`src/rtl/uart_pkg.sv`:
```
// Shared UART definitions: FSM state encoding and default framing parameters.
// Used by both the transmitter and the receiver.
package uart_pkg;

   localparam int unsigned DefDataBits   = 8;
   localparam int unsigned DefOversample = 16;

   typedef enum logic [2:0] {
      StIdle   = 3'd0,
      StStart  = 3'd1,
      StData   = 3'd2,
      StParity = 3'd3,
      StStop   = 3'd4
   } uart_state_e;

endpackage

```
`src/rtl/uart_tick_counter.sv`:
```
// Mod-OVERSAMPLE sample-clock counter; bit_done_o pulses on the last tick of each bit period.
// Held at zero while disabled so every frame starts on a fresh bit boundary.
module uart_tick_counter #(
   parameter int unsigned OVERSAMPLE = 16
) (
   input  logic clk_i,
   input  logic rst_ni,
   input  logic en_i,
   output logic bit_done_o
);

   localparam int unsigned TW = (OVERSAMPLE > 1) ? $clog2(OVERSAMPLE) : 1;
   localparam logic [TW-1:0] LastTick = TW'(OVERSAMPLE - 1);

   logic [TW-1:0] cnt_q, cnt_d;

   always_comb begin
      bit_done_o = en_i && (cnt_q == LastTick);
      cnt_d      = '0;
      if (en_i && !bit_done_o) begin
         cnt_d = cnt_q + TW'(1);
      end
   end

   always_ff @(posedge clk_i or negedge rst_ni) begin
      if (!rst_ni) begin
         cnt_q <= '0;
      end else begin
         cnt_q <= cnt_d;
      end
   end

endmodule

```
`src/rtl/uart_transmitter.sv`:
```
// UART transmitter: 8N1 framing, LSB first, one-entry holding register for back-to-back frames.
// Define UART_TX_PARITY_EN to insert an even-parity bit after the data bits.
module uart_transmitter
   import uart_pkg::*;
#(
   parameter int unsigned DATA_BITS  = DefDataBits,
   parameter int unsigned OVERSAMPLE = DefOversample,
   parameter int unsigned STOP_BITS  = 1
) (
   input  logic                 sampleclk,
   input  logic                 reset,
   input  logic [DATA_BITS-1:0] TX_DATA,
   input  logic                 TX_EN,
   output logic                 TX_STATUS,
   output logic                 TX_BUSY,
   output logic                 UART_TX
);

   localparam int unsigned CntW = (DATA_BITS > 1) ? $clog2(DATA_BITS) : 1;
   localparam logic [CntW-1:0] LastData = CntW'(DATA_BITS - 1);
   localparam logic [CntW-1:0] LastStop = CntW'(STOP_BITS - 1);

   uart_state_e          state_q, state_d;
   logic [DATA_BITS-1:0] shift_q, shift_d;
   logic [DATA_BITS-1:0] hold_q, hold_d;
   logic                 hold_full_q, hold_full_d;
   logic [CntW-1:0]      bit_cnt_q, bit_cnt_d;
   logic                 tx_q, tx_d;
   logic                 busy_q, busy_d;
   logic                 bit_done;
   logic                 accept;
   logic                 load;
`ifdef UART_TX_PARITY_EN
   logic                 parity_q, parity_d;
`endif

   uart_tick_counter #(
      .OVERSAMPLE (OVERSAMPLE)
   ) u_tick (
      .clk_i      (sampleclk),
      .rst_ni     (reset),
      .en_i       (state_q != StIdle),
      .bit_done_o (bit_done)
   );

   assign TX_STATUS = ~hold_full_q;
   assign TX_BUSY   = busy_q;
   assign UART_TX   = tx_q;

   always_comb begin
      state_d     = state_q;
      shift_d     = shift_q;
      hold_d      = hold_q;
      hold_full_d = hold_full_q;
      bit_cnt_d   = bit_cnt_q;
      load        = 1'b0;
      accept      = TX_EN && !hold_full_q;
`ifdef UART_TX_PARITY_EN
      parity_d    = parity_q;
`endif

      unique case (state_q)
         StIdle: begin
            if (hold_full_q) begin
               load    = 1'b1;
               state_d = StStart;
            end
         end
         StStart: begin
            if (bit_done) begin
               state_d   = StData;
               bit_cnt_d = '0;
            end
         end
         StData: begin
            if (bit_done) begin
               shift_d = shift_q >> 1;
               if (bit_cnt_q == LastData) begin
                  bit_cnt_d = '0;
`ifdef UART_TX_PARITY_EN
                  state_d   = StParity;
`else
                  state_d   = StStop;
`endif
               end else begin
                  bit_cnt_d = bit_cnt_q + CntW'(1);
               end
            end
         end
         StParity: begin
            if (bit_done) begin
               state_d   = StStop;
               bit_cnt_d = '0;
            end
         end
         StStop: begin
            // bit_cnt doubles as the stop-period counter for two-stop-bit frames.
            if (bit_done) begin
               if (bit_cnt_q == LastStop) begin
                  bit_cnt_d = '0;
                  if (hold_full_q) begin
                     load    = 1'b1;
                     state_d = StStart;
                  end else begin
                     state_d = StIdle;
                  end
               end else begin
                  bit_cnt_d = bit_cnt_q + CntW'(1);
               end
            end
         end
         default: state_d = StIdle;
      endcase

      if (load) begin
         shift_d     = hold_q;
         hold_full_d = 1'b0;
`ifdef UART_TX_PARITY_EN
         parity_d    = ^hold_q;
`endif
      end
      if (accept) begin
         hold_d      = TX_DATA;
         hold_full_d = 1'b1;
      end

      // Line and busy flag follow the current state one clock later, keeping both registered.
      busy_d = (state_q != StIdle);
      unique case (state_q)
         StStart:  tx_d = 1'b0;
         StData:   tx_d = shift_q[0];
`ifdef UART_TX_PARITY_EN
         StParity: tx_d = parity_q;
`endif
         default:  tx_d = 1'b1;
      endcase
   end

   always_ff @(posedge sampleclk or negedge reset) begin
      if (!reset) begin
         state_q     <= StIdle;
         shift_q     <= '0;
         hold_q      <= '0;
         hold_full_q <= 1'b0;
         bit_cnt_q   <= '0;
         tx_q        <= 1'b1;
         busy_q      <= 1'b0;
`ifdef UART_TX_PARITY_EN
         parity_q    <= 1'b0;
`endif
      end else begin
         state_q     <= state_d;
         shift_q     <= shift_d;
         hold_q      <= hold_d;
         hold_full_q <= hold_full_d;
         bit_cnt_q   <= bit_cnt_d;
         tx_q        <= tx_d;
         busy_q      <= busy_d;
`ifdef UART_TX_PARITY_EN
         parity_q    <= parity_d;
`endif
      end
   end

endmodule

```
`config.mk`:
```
export PLATFORM = sky130hd
export DESIGN_NAME = uart_transmitter
export DESIGN_NICKNAME = d
export VERILOG_FILES = /design/src/rtl/uart_pkg.sv /design/src/rtl/uart_tick_counter.sv /design/src/rtl/uart_transmitter.sv
export SDC_FILE = /design/constraint.sdc
export NUM_CORES = 1
export LEC_CHECK = 0
export ABC_AREA = 1
export CAP_MARGIN = 15
export CORE_ASPECT_RATIO = 1.4
export CORE_MARGIN = 2
export CORE_UTILIZATION = 26
export DETAILED_ROUTE_END_ITERATION = 6
export GPL_ROUTABILITY_DRIVEN = 0
export GPL_TIMING_DRIVEN = 0
export SLEW_MARGIN = 30
export SYNTH_ARGS = -nofsm -noshare
export SYNTH_HDL_FRONTEND = slang
export SYNTH_SLANG_ARGS = --single-unit
export TNS_END_PERCENT = 1
```
`constraint.sdc`:
```
create_clock -name sampleclk -period 1.3 [get_ports sampleclk]
set_input_delay 0.26 -clock sampleclk [delete_from_list [all_inputs] [get_ports sampleclk]]
set_output_delay 0.26 -clock sampleclk [all_outputs]
set_load 0.005 [all_outputs]
```
==> Word level (Yosys, flattened, before mapping) <==
Index checks and enable logic that the tools add are counted.
{ "word_totals": {"reg_bits": 29, "inputBits": 11, "out_inout_bits": 3, "word_cells": 67} }
{ "op_classes": {"n_addsub": 2, "n_eq_ne": 14, "n_mux": 26, "bitwise_logic": 1, "reduce_logical": 16} }
{ "ops": {"columns": ["op", "n"], "rows": [
  ["$mux 3", 12],
  ["$mux 8", 3],
  ["$pmux 3 s5", 1],
  ["$ne 2x2->1 const B", 7],
  ["$pmux 3 s3", 1],
  ["$reduce_and 7->1", 1],
  ["$eq 3x2->1 const B", 2],
  ["$eq 3x3->1 const B", 2],
  ["$logic_not 3->1", 2],
  ["$mux 1", 6],
  ["$reduce_bool 2->1", 3],
  ["$reduce_bool 3->1", 2],
  ["$add 4x1->4 const B", 1],
  ["$eq 4x4->1 const B", 1],
  ["$mux 4", 1],
  ["$pmux 1 s2", 2],
  ["$reduce_and 4->1", 1],
  ["$add 3x1->3 const B", 1],
  ["$eq 3x1->1 const B", 1],
  ["$logic_and 1x1->1", 3],
  ["$logic_not 1->1", 2],
  ["$ne 2x1->1 const B", 1],
  ["$reduce_and 2->1", 1],
  ["$reduce_or 2->1", 1],
  ["$not 1->1", 1]
]} }

==> Longest topological paths before layout <==
Gate-level depths: netlist (run 1).
{ "depth": {"depth_word": 6, "mapped_depth": 9, "ltp_nobuf": 9} }

==> Hierarchy <==
A second synthesis (run 1) with hierarchy kept.
{ "unflattened": {"cells_unflattened": 153, "area_unflattened_um2": 1442.6} }
{ "modules_own_cells": {"columns": ["module", "n_inst", "cells_per_inst", "area_each_um2", "seq_area_each_um2"], "rows": [
  ["uart_transmitter", 1, 134, 1255.0, 626.9],
  ["uart_tick_counter", 1, 19, 187.7, 100.1]
]} }

==> Least setup slack after synthesis (run 1) <==
No wires, ideal clock.
{ "synth_path": {"path_type": "reg2reg", "from": "reg bit_cnt_q[0]", "to": "reg shift_q[0]", "setup_ns": 0.125, "arrival_time_ns": 1.219, "t_required_ns": 1.175, "setup_slack_ns": -0.045, "stages_incl_launch_ff": 9, "n_path_buf": 1, "synth_period_minus_slack_ns": 1.345, "path_cell_list": "dfrtp_1 inv_1 ha_1 nand3_1 nor2_1 nand2_2 buf_6 nand4_1 nand3_1"} }
{ "synth_between": {"elab_chain_len": 6, "word_cells_on_any_way": 8, "classes_between": "4 x mux; 4 x reduce/logical"} }
{ "synth_lines": {"columns": ["element", "line", "source"], "rows": [
  ["start, declared", "uart_transmitter.sv:27", "logic [CntW-1:0] bit_cnt_q, bit_cnt_d;"],
  ["start signal, assigned", "uart_transmitter.sv:156", "bit_cnt_q <= bit_cnt_d;"],
  ["$logic_not 3->1 *", "uart_transmitter.sv:99", "if (bit_cnt_q == LastStop) begin"],
  ["$mux 1 *", "uart_transmitter.sv:99", null],
  ["$mux 1 *", "uart_transmitter.sv:98", "if (bit_done) begin"],
  ["$pmux 1 s2 *", "uart_transmitter.sv:62", "unique case (state_q)"],
  ["$reduce_bool 2->1 (no source line)", null, null],
  ["$reduce_and 2->1 (no source line)", null, null],
  ["end signal, assigned", "uart_transmitter.sv:153", "shift_q <= shift_d;"],
  ["end, declared", "uart_transmitter.sv:24", "logic [DATA_BITS-1:0] shift_q, shift_d;"]
]} }
Mark *: on every way between the ends. The rest lies on a longest branch, timed or not.
A chain may end at the register's enable or synchronous reset.

==> Worst setup path after layout (run 1) <==
{ "layout_path": {"from": "reg bit_cnt_q[0]", "to": "reg shift_q[4]"} }
The elaborated chain is that of the path after synthesis.

==> run_results.csv, run 1 <==
group,metric,value,unit
global_routing,use_met3,2.74,%
global_routing,use_met1,11.1,%
global_routing,antenna_found_initial,0,
synthesis,synth_xor_area_share,1.15,%
setup_path,crit_fanout,7,
clock_network,clkSinkCount,29,
finish,regArea,731,um2
place,dp_slack,-127,ps
finish,drive_above_1_share,28.6,%
outcome,violations,"setup timing",
synthesis,synthMuxAreaShare,1.48,%
finish,nets,221,
clock_network,clockBufferDepth,2,
synthesis,synthDistinctLibCells,27,
global_routing,groute.usage.overall,10.2,%
place,hpwl,2070,um
sta,hold_viol,0,
global_routing,grt_pass1_vias,1181,
place,io_buffers,13,
finish,final_cell_mix,"38 x nand2_1, 25 x dfrtp_1, 19 x nand3_1",
sta,drv_slew,0,
setup_path,crit_path_max_incr_delay,390,ps
routing,drcViolationCount,0,
job,cap_violations,0,
global_routing,grt_first_pass_wirelength,5020,um
global_routing,use_met2,17.9,%
power_and_ir_drop,p_per_area,949,nW/um2
sta,slew-limit-headroom,57.0,%
synthesis,synth_adder_area_share,3.29,%
routing,initialDrtViolationCount,47,
setup_path,cp_top_family,"simple AND/OR/NAND/NOR gates",
setup_path,worstPathArrival,1550,ps
finish,design_area,2030,um2
routing,dr_total_vias,1242,
synthesis,ys_seq_area_share,47.8,%
clock_network,numCtsBuffers,5,
global_routing,grt_overflow,0,
synthesis,mappedNetlistArea,1520,um2
floorplanning,die_h,94.5,um
synthesis,synth_nets,189,
floorplanning,num_rows,32,
clock_network,root_buffer,"clkbuf_8",
routing,postRouteAntennaNets,0,
setup_path,cp-end-kind,"register",
sta,rsz0062_at_grt,"yes",
floorplanning,die_area,6480,um2
min_path,hp-class,"in -> async",
setup_path,startpoint_type,"register",
sta,setup_slack,-80.3,ps
synthesis,ys_ff_latch,29,
setup_path,crit_type,"reg -> reg",
routing,drt_first_pass_iters,5,
clock_network,clk_pin_slew,60,ps
setup_path,crit_buf_inv,2,
sta,fin_crit,1380,ps
sta,worst_slew_pin_slew,645,ps
clock_network,clk_latency,270,ps
sta,setup_viol,9,
sta,period_share,106,%
place,place_area,1730,um2
global_routing,grt_start_max_net_pins,30,
finish,fin_cells,274,
floorplanning,core,5570,um2
outcome,status,"complete, but fails checks",
sta,setup-tns-final,-505,ps
sta,whs,6.65,ps
floorplanning,die_w,68.6,um
sta,fin_worst_skew,1.75,ps
synthesis,syn_avg_cell_area,8.74,um2
routing,routedWlPerCell,11.1,um
power_and_ir_drop,vdd_drop_max,729,uV
setup_path,cp_cell_sequence,"inv_2 > ha_4 > nand3_4 > nor2_4 > nand2_4 > clkbuf_16 > nand4_1 > nand2_1",
floorplanning,initial_utilization,27.3,%
finish,nFillCells,578,
setup_path,required,1470,ps
global_routing,top_usage_layer,"met2",
setup_path,critPathLaunch,"bit_cnt_q[0]",
synthesis,synth-simple-area-share,33.6,%
clock_network,cts_tree,"done",
place,dp_cells,255,
synthesis,ys_warn_count,0,
finish,multi_input_area,747,um2
sta,timing.fmax,724,MHz
synthesis,syn_inst,174,
synthesis,synth_top_family_by_area,"simple AND/OR/NAND/NOR gates",
synthesis,synth_compound_area_share,4.12,%
finish,layout_commonest_cell,"nand2_1",
finish,n_antenna_cell,0,
clock_network,htreeDepth,2,
power_and_ir_drop,p_leak,0.974,nW
routing,vias_per_cell,4.53,
setup_path,r2r_start,"bit_cnt_q[0]",
setup_path,cp_slowest_cell,"dfrtp_1",
finish,synthToLayoutAreaGrowth,33.5,%
routing,routed_wl,3050,um
floorplanning,ioPinCount,14,
[worst paths after layout]
| kind | to | slack (ps) | depth (start not counted) |
|---|---|---|---|
| max | shift_q[4] | -80 | 8 |
| min | bit_cnt_q[1] | 7 | 1 |
| max reg2reg | shift_q[4] | -80 | 8 |
| min in group sampleclk | shift_q[7] | 480 | 2 |
| max in group asynchronous | state_q[2] | 830 | 1 |
| min reg2reg | shift_q[7] | 480 | 2 |
[state kept, by name, summed over array words and instances, names as in the netlist]
register / count
hold_full_q: 1
u_tick.cnt_q: 4
bit_cnt_q: 3
state_q: 3
shift_q: 8
TX_BUSY: 1
hold_q: 8
UART_TX: 1
[metrics by stage]
| stage | utilization, % | total power, mW |
|---|---|---|
| 2_1_floorplan | - | 1.12 |
| 3_5_place_dp | 31.1 | 1.20 |
| 3_3_place_gp | 31.2 | 1.19 |
| 6_report | 36.5 | 1.93 |
| 4_1_cts | 33.3 | 1.96 |
| 5_1_grt | 36.5 | 2.02 |
[metal layers]
layer / wire length (um) / vias to the layer above
li1: - / 630
met1: 1220 / 578
met2: 1620 / 27
met3: 136 / 7
met4: 76 / 0
met5: 0 / -
[final cells by class]
class	instances	share of cell area, %
multi-input combinational	120	36.8
sequential	29	36.0
timing repair buffer	24	11.7
inverter	22	4.69
clock buffer	7	4.25
tap	68	4.19
buffer	4	2.40
[Yosys cell counts]
cell	instances	area, um2
buf_8	1	15.0
buf_4	1	7.51
dfstp_2	1	26.3
xor2_1	1	8.76
nand2_2	3	18.8
nand2_1	40	150
nand2_8	1	20.0
o21bai_1	1	7.51
inv_2	5	18.8
o21ai_0	1	5.00
a21oi_1	8	40.0
inv_4	1	6.26
nor2_1	13	48.8
nor2_2	1	6.26
xnor2_1	1	8.76
ha_1	4	50.1
o21ai_1	2	10.0
dfrtp_1	28	701
and3_4	1	11.3
nand2_4	2	22.5
nand4_1	12	75.1
nand3_2	3	30.0
mux2_2	2	22.5
buf_6	2	22.5
inv_1	16	60.1
nand3_1	21	105
nor2_4	2	22.5
[kinds of logic after synthesis]
kind of cell / after synthesis
AND/OR/NAND/NOR: 99
flip-flops: 29
XOR/XNOR: 2
adder cells (fa/ha/maj): 4
buffers and inverters: 26
multiplexers: 2
AO/OA/AOI/OAI: 12
[where the power goes]
group / internal (mW) / switching [mW] / total (mW)
registers: 0.989 / 0.0275 / 1.02
clock network: 0.419 / 0.318 / 0.737
logic: 0.0802 / 0.0928 / 0.173
[what timing repair did]
| item | 4_1_cts | 5_1_grt |
|---|---|---|
| setup endpoints to repair | 18 | 17 |
| hold buffers | 0 | 0 |
| buffers inserted | 1 | 9 |
| gates cloned | 0 | 2 |
| gates resized for setup | 11 | 20 |
| pin swaps | 4 | 8 |
Power figures use the tool's default switching activity.
==> run 2: changes to the inputs <==
--- a/config.mk
+++ b/config.mk
@@ -11,6 +11,7 @@
 export CORE_MARGIN = 2
 export CORE_UTILIZATION = 26
 export DETAILED_ROUTE_END_ITERATION = 6
+export DONT_BUFFER_PORTS = 1
 export GPL_ROUTABILITY_DRIVEN = 0
 export GPL_TIMING_DRIVEN = 0
 export SLEW_MARGIN = 30
==> run_results.csv, run 2 (synthesis results as in run 1) <==
group,metric,value,unit
setup_path,required,1510,ps
sta,worst_slew_pin_slew,248,ps
clock_network,numCtsBuffers,5,
power_and_ir_drop,p_per_area,947,nW/um2
sta,rsz0062_at_grt,"yes",
floorplanning,ioPinCount,14,
min_path,min_path_cells,1,
sta,drv_slew,0,
floorplanning,die_area,6480,um2
setup_path,crit_type,"reg -> reg",
power_and_ir_drop,vdd_drop_max,779,uV
clock_network,htreeDepth,2,
floorplanning,die_w,68.6,um
clock_network,clk_pin_slew,60,ps
setup_path,crit_path_max_incr_delay,380,ps
sta,setup_slack,-62.1,ps
sta,timing.fmax,734,MHz
setup_path,crit_path_frequent_cell,"buf_6",
clock_network,clkSinkCount,29,
global_routing,groute.usage.overall,12.1,%
floorplanning,die_h,94.5,um
setup_path,worstPathArrival,1580,ps
setup_path,startpoint_type,"register",
clock_network,clk_latency,280,ps
sta,fin_crit,1360,ps
routing,initialDrtViolationCount,57,
power_and_ir_drop,finalPower,1.88,mW
routing,routed_wl,3270,um
global_routing,grt_pass1_vias,1314,
finish,n_antenna_cell,0,
setup_path,crit_fanout,2,
setup_path,cp_top_family,"buffers and inverters",
place,dp_cells,242,
power_and_ir_drop,p_leak,0.967,nW
finish,synthToLayoutAreaGrowth,30.8,%
routing,routedWlPerCell,12.1,um
job,cap_violations,0,
clock_network,clockBufferDepth,2,
sta,period_share,105,%
routing,drcViolationCount,0,
sta,hold_viol,0,
global_routing,antenna_found_initial,0,
min_path,worstHoldStart,"TX_DATA[7]",
setup_path,r2r_slack,-60,ps
finish,nets,216,
sta,setup_viol,11,
setup_path,crit_buf_inv,8,
place,dp_slack,-129,ps
finish,utilization,35.7,%
clock_network,cts_tree,"done",
place,io_buffers,0,
routing,vias_per_cell,4.65,
global_routing,grt_start_max_net_pins,30,
global_routing,grt_first_pass_wirelength,5810,um
routing,postRouteAntennaNets,0,
floorplanning,core,5570,um2
sta,slew-limit-headroom,83.5,%
clock_network,root_buffer,"clkbuf_8",
place,hpwl,2130,um
setup_path,cp_cell_sequence,"inv_2 > buf_4 > buf_4 > buf_6 > buf_6 > buf_6 > buf_6 > buf_6 > o21ai_2",
routing,dr_total_vias,1255,
finish,drive_above_1_share,33.7,%
finish,layout_commonest_cell,"nand2_1",
outcome,violations,"setup timing",
finish,final_cell_mix,"37 x nand2_1, 26 x dfrtp_1, 19 x nand3_1",
sta,fin_worst_skew,2.02,ps
global_routing,grt_overflow,0,
routing,drt_first_pass_iters,4,
floorplanning,initial_utilization,27.3,%
finish,fin_cells,270,
setup_path,timing.rr.end,"bit_cnt_q[1]",
min_path,min_to,"hold_q[7]",
min_path,hp-class,"in -> reg",
setup_path,cp_slowest_cell,"dfrtp_1",
sta,whs,129,ps
setup_path,cp-end-kind,"register",
outcome,status,"complete, but fails checks",
setup_path,timing.reg2reg.worst_path_depth,9,
setup_path,r2r_start,"bit_cnt_q[1]",
finish,top_regs,"hold_q x8, shift_q x8, u_tick.cnt_q x4",
floorplanning,num_rows,32,
## run 2: worst register-to-register path, cell delays in order (launching register included)
cell and delay, ps:
dfrtp_1 380, inv_2 70, buf_4 130, buf_4 130
buf_6 100, buf_6 100, buf_6 100, buf_6 100
buf_6 100, o21ai_2 90
## run 2: routing by layer
metal	vias up	global-route usage [%]	wire length [um]
met4	0	6.50	114
met2	26	21.8	1820
li1	622	-	-
met5	-	0	0
met1	595	12.3	1210
met3	12	2.98	133
## run 2: layout make-up
cell class,count,area (um2)
Inverter,22,92.6
Fill cell,571,3580
Clock buffer,6,72.6
Tap cell,68,85.1
Clock inverter,2,10.0
Sequential cell,29,729
Timing Repair Buffer,19,205
Multi-Input combinational cell,120,748
Buffer,4,45.0
## run 2: timing repair
action                     in CTS  in global routing
setup endpoints to repair      15                 16
buffers inserted               15                  1
hold buffers                    2                  0
gates resized for setup        23                  9
hold endpoints to repair       29                  0
gates cloned                    2                  0
pin swaps                      11                  9
## run 2: how the worst max path moves through the flow
| stage | depth (start not counted) | to | start |
|---|---|---|---|
| after floorplan | 8 | bit_cnt_q[2] | u_tick.cnt_q[0] |
| after global placement | 9 | shift_q[1] | bit_cnt_q[0] |
| after detailed placement | 8 | shift_q[0] | bit_cnt_q[0] |
| after CTS | 8 | shift_q[0] | bit_cnt_q[1] |
| after global routing | 8 | shift_q[0] | bit_cnt_q[1] |
| final | 9 | bit_cnt_q[1] | bit_cnt_q[1] |
## run 2: power by group
group          switching [mW]  leakage, nW  total [mW]  internal [mW]
Sequential             0.0333        0.329        1.02          0.989
Clock                   0.347       0.0450       0.717          0.370
Combinational          0.0862        0.593       0.144         0.0582
Total                   0.467        0.967        1.88           1.42
## run 2: through the flow
| step | setup TNS (ps) | instance area (um2) |
|---|---|---|
| after floorplan | -17.0 | 1520 |
| after global placement | -1190 | 1610 |
| after detailed placement | -1380 | 1610 |
| after CTS | -493 | 1960 |
| after global routing | -1350 | 1990 |
| final | -325 | 1990 |
==> run 3: changes to the inputs <==
--- a/config.mk
+++ b/config.mk
@@ -9,7 +9,7 @@
 export CAP_MARGIN = 15
 export CORE_ASPECT_RATIO = 1.4
 export CORE_MARGIN = 2
-export CORE_UTILIZATION = 26
+export CORE_UTILIZATION = 27
 export DETAILED_ROUTE_END_ITERATION = 6
 export DONT_BUFFER_PORTS = 1
 export GPL_ROUTABILITY_DRIVEN = 0
==> run_results.csv, run 3 (synthesis results as in run 1) <==
group,metric,value,unit
outcome,status,"complete, but fails checks",
outcome,violations,"setup timing",
routing,vias_per_cell,4.51,
setup_path,cp-end-kind,"register",
finish,nets,214,
clock_network,clockBufferDepth,2,
finish,drive_above_1_share,33.5,%
setup_path,r2r_slack,-40,ps
global_routing,use_met3,2.79,%
routing,drt_first_pass_iters,4,
clock_network,cts_tree,"done",
global_routing,use_met2,21.3,%
sta,drv_slew,0,
finish,layout_commonest_cell,"nand2_1",
sta,whs,128,ps
setup_path,timing.rr.end,"shift_q[2]",
clock_network,clk_latency,280,ps
power_and_ir_drop,p_leak,0.950,nW
job,cap_violations,0,
setup_path,critPathLaunch,"u_tick.cnt_q[0]",
routing,postRouteAntennaNets,0,
sta,period_share,103,%
routing,routedWlPerCell,12.3,um
clock_network,clk_pin_slew,60,ps
floorplanning,num_rows,32,
setup_path,timing.reg2reg.worst_path_depth,8,
global_routing,grt_overflow,0,
setup_path,startpoint_type,"register",
sta,fin_crit,1340,ps
min_path,hp-class,"in -> reg",
global_routing,antenna_found_initial,0,
floorplanning,ioPinCount,14,
finish,fin_cells,268,
finish,utilization,35.7,%
sta,hold_viol,0,
global_routing,grt_first_pass_wirelength,5880,um
sta,slew-limit-headroom,83.5,%
place,dp_cells,242,
setup_path,crit_fanout,6,
finish,synthToLayoutAreaGrowth,29.0,%
global_routing,use_met1,14.3,%
clock_network,clkSinkCount,29,
routing,dr_total_vias,1210,
routing,drcViolationCount,0,
global_routing,top_usage_layer,"met2",
finish,design_area,1960,um2
finish,final_cell_mix,"37 x nand2_1, 26 x dfrtp_1, 17 x nand3_1, 14 x buf_4, 13 x inv_1",
setup_path,crit_type,"reg -> reg",
power_and_ir_drop,p_per_area,1020,nW/um2
setup_path,critPathCapture,"shift_q[2]",
finish,top_regs,"hold_q x8, shift_q x8, u_tick.cnt_q x4",
clock_network,numCtsBuffers,5,
sta,worst_slew_pin_slew,247,ps
clock_network,htreeDepth,2,
sta,setup_viol,11,
power_and_ir_drop,vdd_drop_max,597,uV
place,hpwl,2090,um
place,place_area,1610,um2
global_routing,grt_pass1_vias,1263,
sta,rsz0062_at_grt,"yes",
routing,initialDrtViolationCount,27,
clock_network,root_buffer,"clkbuf_8",
global_routing,groute.usage.overall,12.5,%
setup_path,required,1470,ps
global_routing,grt_start_max_net_pins,30,
floorplanning,die_w,67.4,um
floorplanning,core,5490,um2
floorplanning,die_area,6250,um2
sta,fin_worst_skew,2.90,ps
setup_path,r2r_start,"u_tick.cnt_q[0]",
sta,setup_slack,-40.8,ps
setup_path,worstPathArrival,1510,ps
floorplanning,initial_utilization,27.7,%
floorplanning,die_h,92.8,um
finish,n_antenna_cell,0,
routing,routed_wl,3300,um
place,io_buffers,0,
sta,timing.fmax,746,MHz
-- run 3: changes by cell type in the layout (fill, tap and decap cells not counted), sizes merged --
| cell | before | now |
|---|---|---|
| clkinv | 2 | 1 |
| clkbuf | 6 | 7 |
| buf | 22 | 20 |
-- run 3: where the power goes --
group / internal [mW] / switching [mW] / leakage (nW)
registers: 0.988 / 0.0308 / 0.329
clock network: 0.478 / 0.347 / 0.0542
logic: 0.0577 / 0.0899 / 0.567
-- run 3: cell type report --
type	instances	area, um2
clock buffers	7	96.3
clock inverters	1	5.00
plain buffers	4	45.0
fillers	570	3520
repair buffers	17	150
well taps	68	85.1
flip-flops and latches	29	729
multi-input cells	120	754
inverters	22	95.1
-- run 3: worst min-delay path by stage --
stage                           from      endpoint  slack, ps  cells past startpoint
after detailed placement       reset  bit_cnt_q[0]        -30                      0
after global placement         reset  bit_cnt_q[0]        -30                      0
after global routing      TX_DATA[0]     hold_q[0]        120                      1
after floorplan                reset       TX_BUSY        -40                      0
after CTS                 TX_DATA[0]     hold_q[0]        120                      1
final                     TX_DATA[0]     hold_q[0]        130                      1
-- run 3: timing repair --
action                                 in CTS  in global routing
setup buffers                              12                  2
setup endpoints to repair                  15                 17
cloned                                      2                  0
hold buffers                                2                  0
pin swaps                                  15                  6
resized for setup                          20                 10
endpoints found under the hold margin      29                  0
-- run 3: per-layer routing --
layer  part of all wire, %  up-vias  wire length [um]
met2                    54       16              1770
met5                     0        -                 0
met4                   2.4        0                80
li1                      -      621                 -
met1                    41      565              1350
met3                   3.0        8               100
-- run 3: through the flow --
stage	worst slack, ps	TNS (ps)	power, mW
floorplan	-11.6	-17.0	1.12
global placement	-118	-1160	1.14
detailed placement	-137	-1430	1.15
CTS	-58.2	-448	2.02
global route	-123	-1230	2.09
finish	-40.8	-238	1.99
-- run 3: worst max-delay path, stage by stage (launching register included) --
cell and delay, ps:
dfrtp_1 420, ha_4 190, nand3_4 130, nor2_4 50, nand2_4 120, buf_4 140, nand3_1 60, nand2_1 70
nand2_1 50
==> RTL change (settings of run 3) <==
Add a define of `UART_TX_PARITY_EN`.
--- a/src/rtl/uart_transmitter.sv
+++ b/src/rtl/uart_transmitter.sv
@@ -2,2 +2,4 @@
 // Define UART_TX_PARITY_EN to insert an even-parity bit after the data bits.
+`define UART_TX_PARITY_EN
+
 module uart_transmitter
Check against the original RTL: no difference found for any inputs over 10 cycles, from zero or initial values and one cycle with reset low; that may be too few to reach the edited logic, so the function may still have changed.
==> RTL change against run 3 <==
The run still ends with setup timing left; setup slack worse by 61 ps; area after synthesis is 12% higher; wire length is 5.1% higher; largest cell class unchanged; critical path depth is 1 higher; worst hold slack got worse by 11 ps; cell count grew 15%; fmax shrank 4.3%; die area rose by 11%; global-route usage down 0.70 points; utilization shrank 1.4 points; final area increased by 8.1%; sequential cell count rose by 1.
Power is not compared: it rests on default switching activity, and its combinational part moved more than twofold at a synthesized area within 25%.
==> RTL change: results (changes against run 3) <==
<table>
<tr><th>Metric</th><th>Value</th></tr>
<tr><th colspan="2">GRT</th></tr>
<tr><td>Met3 routing resource usage after global routing</td><td>3.406% (was 2.795%)</td></tr>
<tr><td>GR met2 Demand/Resource</td><td>19.27% (was 21.29%)</td></tr>
<tr><td>Maximum number of pins on one net before global-route repair</td><td>31 (was 30)</td></tr>
<tr><td>Wire length of the first global-routing pass</td><td>6437 um (was 5878 um)</td></tr>
<tr><td>Global-route usage over all layers</td><td>11.84% (was 12.54%)</td></tr>
<tr><td>Routing usage on met1</td><td>13.71% (was 14.30%)</td></tr>
<tr><th colspan="2">Status</th></tr>
<tr><td>Status</td><td>finished with violations (unchanged)</td></tr>
<tr><td>Violations in the final reports</td><td>setup timing (unchanged)</td></tr>
<tr><th colspan="2">Synthesis</th></tr>
<tr><td>Main area contributors after synthesis</td><td>dfrtp_1, nand2_1, nand2_4 (was dfrtp_1, nand2_1, nand3_1)</td></tr>
<tr><td>Proportion of synthesized chip area in sequential cells</td><td>44.22% (was 47.82%)</td></tr>
<tr><td>Synthesis warning total</td><td>0 (unchanged)</td></tr>
<tr><td>Number of different library cells in the post-synthesis netlist</td><td>28 (was 27)</td></tr>
<tr><td>Top cells by instance count after synthesis</td><td>nand2_1, dfrtp_1, nor2_1 (was nand2_1, dfrtp_1, nand3_1)</td></tr>
<tr><th colspan="2">Timing</th></tr>
<tr><td>Clock Skews</td><td>3.334 ps (was 2.899 ps)</td></tr>
<tr><td>Transition time at the pin with the least slew margin</td><td>213.8 ps (was 247.3 ps)</td></tr>
<tr><td>Worst slack on hold paths</td><td>116.7 ps (was 128.1 ps)</td></tr>
<tr><td>Worst path setup slack after routing</td><td>-101.4 ps (was -40.80 ps)</td></tr>
<tr><td>Endpoints failing setup</td><td>13 (was 11)</td></tr>
<tr><th colspan="2">Final layout</th></tr>
<tr><td>Number of nets in the final layout</td><td>251 (was 214)</td></tr>
<tr><td>ANT cells</td><td>0 (unchanged)</td></tr>
<tr><td>Share of cells above drive strength 1</td><td>30.08% (was 33.50%)</td></tr>
<tr><td>Number of fill cells in the layout</td><td>632 (was 570)</td></tr>
<tr><th colspan="2">Power</th></tr>
<tr><td>Peak supply drop</td><td>0.9086 mV</td></tr>
<tr><th colspan="2">Drt</th></tr>
<tr><td>Routed length on met3</td><td>120 um (was 100 um)</td></tr>
<tr><td>Avg WL per Cell</td><td>11.25 um (was 12.31 um)</td></tr>
<tr><td>Detailed-route via count</td><td>1375 (was 1210)</td></tr>
<tr><td>Metal1 wirelength</td><td>1451 um (was 1352 um)</td></tr>
<tr><td>Drt pass-1 iters</td><td>5 (was 4)</td></tr>
<tr><td>DRC violation total after the first TritonRoute iteration</td><td>46 (was 27)</td></tr>
<tr><th colspan="2">Placed design</th></tr>
<tr><td>I/O Buffers</td><td>0 (unchanged)</td></tr>
<tr><td>Worst Setup Slack post-DPL</td><td>-162.0 ps (was -136.7 ps)</td></tr>
<tr><th colspan="2">Setup path</th></tr>
<tr><td>Critical path peak fanout</td><td>5 (was 6)</td></tr>
</table>
## RTL change: logic make-up after synthesis
| family | count (synthesis) | share of synthesized area, % |
|---|---|---|
| muxes | 4 | 2.649 |
| AOI/OAI and AO/OA | 13 | 4.488 |
| buffers and inverters | 26 | 6.696 |
| DFF | 30 | 44.22 |
| xor gates and xnor gates | 4 | 2.061 |
| and+or+nand+nor | 130 | 36.94 |
| adders and majority gates | 4 | 2.943 |
## RTL change: final timing paths
check,startpoint,endpoint,cells after the start
setup reg to reg,state_q[0],shift_q[3],9
setup / recovery,state_q[0],shift_q[3],9
hold reg to reg,shift_q[7],shift_q[7],2
max in group asynchronous,reset,UART_TX,2
hold / removal,TX_DATA[6],hold_q[6],1
min in group asynchronous,reset,TX_BUSY,2
## RTL change: layout make-up
type | instances | area share (%)
Multi-Input combinational cell | 155 | 42.50
Sequential cell | 30 | 35.60
Timing Repair Buffer | 18 | 8.264
Inverter | 23 | 4.368
Tap cell | 72 | 4.250
Clock buffer | 7 | 3.601
Buffer | 3 | 1.417
## RTL change: stage by stage
stage | setup TNS [ps] | instances | area (um2)
after floorplan | -187.1 | 211 | 1718
after global placement | -1544 | 283 | 1808
after detailed placement | -1640 | 283 | 1808
after CTS | -1036 | 308 | 2100
after global routing | -2393 | 308 | 2120
final | -904.3 | 308 | 2120
## RTL change: what timing repair did
item                       CTS  global route
buffers inserted            15             0
hold endpoints to repair    30             0
cloned                       1             0
pin swaps                    8             7
hold buffers                 2             0
resized for setup           14             7
setup endpoints to repair   16            17
## RTL change: report_power, final
group	internal [uW]	total (uW)	leakage (uW)	switching (uW)
registers	1020	1130	0.000362	104
logic	187	443	0.000682	256
clock network	367	690	0.0000383	323
total	1580	2260	0.00108	683
